**src/rtl/pipe_stage_reg.sv**
```systemverilog
// pipe_stage_reg
//   Pipeline-boundary register with a valid/ready handshake and a 2-entry
//   skid buffer. One instance sits on each stage boundary of the RV32 core
//   (IF/ID, ID/EX, EX/MEM, MEM/WB).
//
//   in_ready is a function of registered state only (the skid entry being
//   free), so it has no combinational path from out_ready. When the
//   consumer stalls, the word already in flight lands in the skid entry.
//
// Ports
//   clk        rising-edge clock
//   reset      synchronous, active-high; clears all entries and stall_cnt
//   flush      discards held entries and any word offered this cycle
//   stall      hazard-unit hold, blocks draining like out_ready=0
//   in_valid   upstream word available
//   in_data    upstream payload [DATA_W]
//   in_ready   stage can take a word
//   out_valid  stage presents a word
//   out_data   presented payload, BUBBLE when nothing is held
//   out_ready  downstream takes the word
//   occupancy  entries held, 0..2
//   stall_cnt  saturating count of cycles a held word was blocked
module pipe_stage_reg #(
  parameter int unsigned       DATA_W = 64,
  parameter logic [DATA_W-1:0] BUBBLE = {DATA_W{1'b0}},
  parameter int unsigned       CNT_W  = 16
) (
  input  logic              clk,
  input  logic              reset,
  input  logic              flush,
  input  logic              stall,
  input  logic              in_valid,
  input  logic [DATA_W-1:0] in_data,
  output logic              in_ready,
  output logic              out_valid,
  output logic [DATA_W-1:0] out_data,
  input  logic              out_ready,
  output logic [1:0]        occupancy,
  output logic [CNT_W-1:0]  stall_cnt
);

  // Saturating increment: holds at all-ones instead of wrapping.
  function automatic logic [CNT_W-1:0] sat_inc(input logic [CNT_W-1:0] val);
    if (&val) sat_inc = val;
    else      sat_inc = val + 1'b1;
  endfunction

  logic              main_v;
  logic [DATA_W-1:0] main_d;
  logic              skid_v;
  logic [DATA_W-1:0] skid_d;

  logic rdy;
  logic accept;
  logic drain;

  assign rdy    = out_ready & ~stall;
  assign accept = in_valid & in_ready;
  assign drain  = main_v & rdy;

  assign in_ready  = ~skid_v;
  assign out_valid = main_v;
  assign out_data  = main_v ? main_d : BUBBLE;
  assign occupancy = {1'b0, main_v} + {1'b0, skid_v};

  // Output register, skid entry and stall counter. Flush outranks stall,
  // so a flushed cycle is never counted as blocked.
  always_ff @(posedge clk) begin
    if (reset) begin
      main_v    <= 1'b0;
      skid_v    <= 1'b0;
      main_d    <= BUBBLE;
      skid_d    <= BUBBLE;
      stall_cnt <= '0;
    end else begin
      if (main_v && !rdy && !flush)
        stall_cnt <= sat_inc(stall_cnt);

      if (flush) begin
        main_v <= 1'b0;
        skid_v <= 1'b0;
        main_d <= BUBBLE;
        skid_d <= BUBBLE;
      end else if (!main_v) begin
        if (accept) begin
          main_v <= 1'b1;
          main_d <= in_data;
        end
      end else if (!skid_v) begin
        if (drain && accept) begin
          main_d <= in_data;
        end else if (drain) begin
          main_v <= 1'b0;
        end else if (accept) begin
          skid_v <= 1'b1;
          skid_d <= in_data;
        end
      end else if (drain) begin
        // FULL: the skid word moves up to the output register.
        main_d <= skid_d;
        skid_v <= 1'b0;
      end
    end
  end

  // The skid entry is only ever filled behind a held output word.
  assert property (@(posedge clk) disable iff (reset) !(skid_v && !main_v))
    else $error("pipe_stage_reg: skid_v set while main_v clear");

endmodule
```
**config.mk**
```make
export PLATFORM = sky130hd
export DESIGN_NAME = pipe_stage_reg
export DESIGN_NICKNAME = d
export VERILOG_FILES = /design/src/rtl/pipe_stage_reg.sv
export SDC_FILE = /design/constraint.sdc
export NUM_CORES = 1
export LEC_CHECK = 0
export BUFFER_PORTS_ARGS = -buffer_cell sky130_fd_sc_hd__buf_4
export CORE_MARGIN = 2
export CORE_UTILIZATION = 49
export CTS_BUF_LIST = sky130_fd_sc_hd__clkbuf_16
export DETAILED_ROUTE_END_ITERATION = 10
export PLACE_DENSITY = 0.76
export SLEW_MARGIN = 25
export SYNTH_ARGS = -nofsm -noshare
export SYNTH_HDL_FRONTEND = slang
export SYNTH_SLANG_ARGS = --single-unit
```
**constraint.sdc**
```tcl
create_clock -name clk -period 2.3 [get_ports clk]
set_input_delay 0.345 -clock clk [delete_from_list [all_inputs] [get_ports clk]]
set_output_delay 0.345 -clock clk [all_outputs]
set_load 0.01 [all_outputs]
```
==> impl_metrics.tcl <==
set metrics [dict create \
    cts_setup_buffers 0 \
    synth_ff_type "dfxtp_1" \
    synth_seq_area_share 0.417 \
    ant_nets 0 \
    coreArea_um2 13900 \
    wl_per_cell_um 15.7 \
    initial_core_util 0.503 \
    grt_pass1_vias 5968 \
    wl_mm 18.0 \
    drcViolationCount 0 \
    syn_nets 914 \
    outcome "finished clean" \
    relSlewSlack 0.629 \
    finalNonFillerCells 1145 \
    clock-sinks 146 \
    synth_async_sr_flop_share 0 \
    syn_area_per_cell_um2 8.33 \
    critPathTopFamily "flip-flops" \
    placed_cells 1113 \
    netlist_area_um2 7010 \
    via_count 6416 \
    synth_top_family_by_area "simple AND/OR/NAND/NOR gates" \
    die-area_um2 15300 \
    antenna_cells 0 \
    fin_area_um2 8850 \
    fmax_mhz 471 \
    synth_simple_gate_area_frac 0.313 \
    antenna_found_initial 0 \
    gp_congestion 0.776 \
    synth_xor_xnor_area_share 0 \
    drt-initial-drc-count 534 \
    die_y_um 124 \
    p_leak_nw 3.39 \
    path_max_fanout 26 \
    clk_path_buf_depth 2 \
    timing_hold_violations_final 0 \
    cts_resized 0 \
    ys_ff_latch 146 \
    grt-ovfl-total 0 \
    num-nets-final 1025 \
    reg2reg_slack_ns 0.18 \
    vias_per_cell 5.60 \
    h-tree-depth 4 \
    worst_hold_path_type "input pin to flop" \
    insertion_delay_ns 0.42 \
    syn-instance-count 841 \
    fin_crit_ns 2.12 \
    fin_crit_sh 0.923 \
    crit_slowest_cell "dfxtp_2" \
    clk_pin_slew_ns 0.06 \
    synth_cell_types 43 \
    cts_root_buffer "clkbuf_16" \
    nFillCells 1250 \
    die_w_um 124 \
    layout-drive-gt1-share 0.286 \
    synthAdderAreaFrac 0.00536 \
    yosysWarnings 0 \
    worst_slew_pin_slew_ns 0.556 \
    slew_violations 0 \
    placed_area_um2 8280 \
    synth-edff-count 0 \
    setup_tns_ns 0 \
    irDropWorstVdd_v 0.000552 \
    row_count 43 \
    rsz0062_at_grt "false" \
    cp.required_ns 2.57 \
    area_delta_synth_final_pct 26.3 \
    cap_violations 0 \
    tritoncts "built" \
    arrival_ns 2.39 \
    ctsHoldBuffers 0 \
    port_buffers 153 \
    grt_max_degree 65 \
    critPathMaxStageDelay_ns 0.51 \
    ios 154 \
    grt_pass1_wl_mm 29.3 \
    cp-end-kind "flop" \
    grtUsageTotal 0.243 \
    synth_compound_area_frac 0.198 \
    power_density_nw_per_um2 675 \
    firstDrtPassIters 5 \
    finClkSkew_ns 0.0119 \
    cp_num_buf_inv 2 \
    dp_hpwl_mm 11.3 \
    start_kind "flop" \
    worstSetupPathType "flop to flop" \
    cts_inserted_buffers 17 \
    muxShareOfSynthArea 0.0111 \
    setup_viol_count_final 0 \
    cp_cell_sequence "inv_1 -> ha_1 -> nand2b_1 -> a21oi_4 -> or2_4 -> buf_4 -> a311oi_2" \
]
[metrics by stage]
stage	total power [mW]	utilization	hold slack [ns]	setup WS (ns)
3_5_place_dp	3.33	0.594	0.446	0.198
4_1_cts	6.02	0.635	0.165	0.168
6_report	5.98	0.635	0.174	0.177
3_3_place_gp	3.32	0.594	0.442	0.284
5_1_grt	6.21	0.635	0.168	0.0631
2_1_floorplan	3.10	-	0.437	0.112
[synthesized netlist by cell type (5+ instances only)]
cell type | number | share of area
nand2b_1 | 6 | 0.0054
a311oi_2 | 60 | 0.13
a21oi_1 | 74 | 0.053
nand3_1 | 66 | 0.047
buf_6 | 7 | 0.011
mux2_1 | 5 | 0.0080
nor2_1 | 10 | 0.0054
nor2b_1 | 7 | 0.0062
nor3_1 | 67 | 0.048
nand2_1 | 196 | 0.10
clkbuf_1 | 47 | 0.025
buf_2 | 17 | 0.012
and2_1 | 66 | 0.059
buf_1 | 8 | 0.0043
nand4_1 | 6 | 0.0054
a311oi_1 | 6 | 0.0075
dfxtp_1 | 146 | 0.42
[flip-flops by register name, indices dropped and copies added, names as in the netlist]
name       count
main_d        64
skid_d        64
stall_cnt     16
out_valid      1
skid_v         1
[cells by family after synthesis]
group / count (synthesis)
AND/OR/NAND/NOR: 451
AO/OA/AOI/OAI: 150
flip-flops: 146
buffers and inverters: 84
multiplexers: 7
adder cells (fa/ha/maj): 3
[report_power, final]
group	internal (mW)	total, mW	switching [mW]	leakage [nW]
registers	2.60	2.64	0.0365	1.19
clock network	1.68	2.71	1.03	0.299
logic	0.262	0.634	0.372	1.90
[worst paths after layout]
check | startpoint | to | depth (start not counted)
min reg2reg | skid_d[62]$_SDFFE_PP0P_ | skid_d[62]$_SDFFE_PP0P_ | 2
min | in_data[46] | skid_d[46]$_SDFFE_PP0P_ | 3
max reg2reg | skid_v$_SDFFE_PP0P_ | main_d[19]$_SDFFE_PP0P_ | 7
max | skid_v$_SDFFE_PP0P_ | main_d[19]$_SDFFE_PP0P_ | 7
[final cells by class]
| type | instances | area [um2] | share of cell area |
|---|---|---|---|
| multi-input combinational | 611 | 3720 | 0.420 |
| sequential | 146 | 2930 | 0.331 |
| timing repair buffer | 172 | 1390 | 0.157 |
| clock buffer | 17 | 425 | 0.0480 |
| tap | 180 | 225 | 0.0254 |
| clock inverter | 15 | 150 | 0.0170 |
| inverter | 4 | 15.0 | 0.00170 |
[cell usage in the layout, fill, tap and decap left out, types with 7 or more instances in the layout]
cell / synthesis / routed
nand2_1: 196 / 195
buf_4: 1 / 164
dfxtp_1: 146 / 144
a21oi_1: 74 / 73
nor3_1: 67 / 67
and2_1: 66 / 66
nand3_1: 66 / 65
a311oi_2: 60 / 60
clkbuf_16: 0 / 17
nor2_1: 10 / 10
inv_1: 4 / 8
buf_12: 0 / 8
nor2b_1: 7 / 7
[routing by layer]
| layer | global-route usage | up-vias | share of wire |
|---|---|---|---|
| met5 | 0 | - | 0 |
| met4 | 0.108 | 0 | 0.025 |
| met3 | 0.0504 | 29 | 0.050 |
| met2 | 0.406 | 192 | 0.50 |
| met1 | 0.302 | 3028 | 0.43 |
| li1 | - | 3167 | - |
[worst min-delay path, cell delays in order]
cell	delay (ns)
buf_4	0.11
nand2_1	0.04
a21oi_1	0.05
Note: power is estimated with default switching activity, not from simulation.
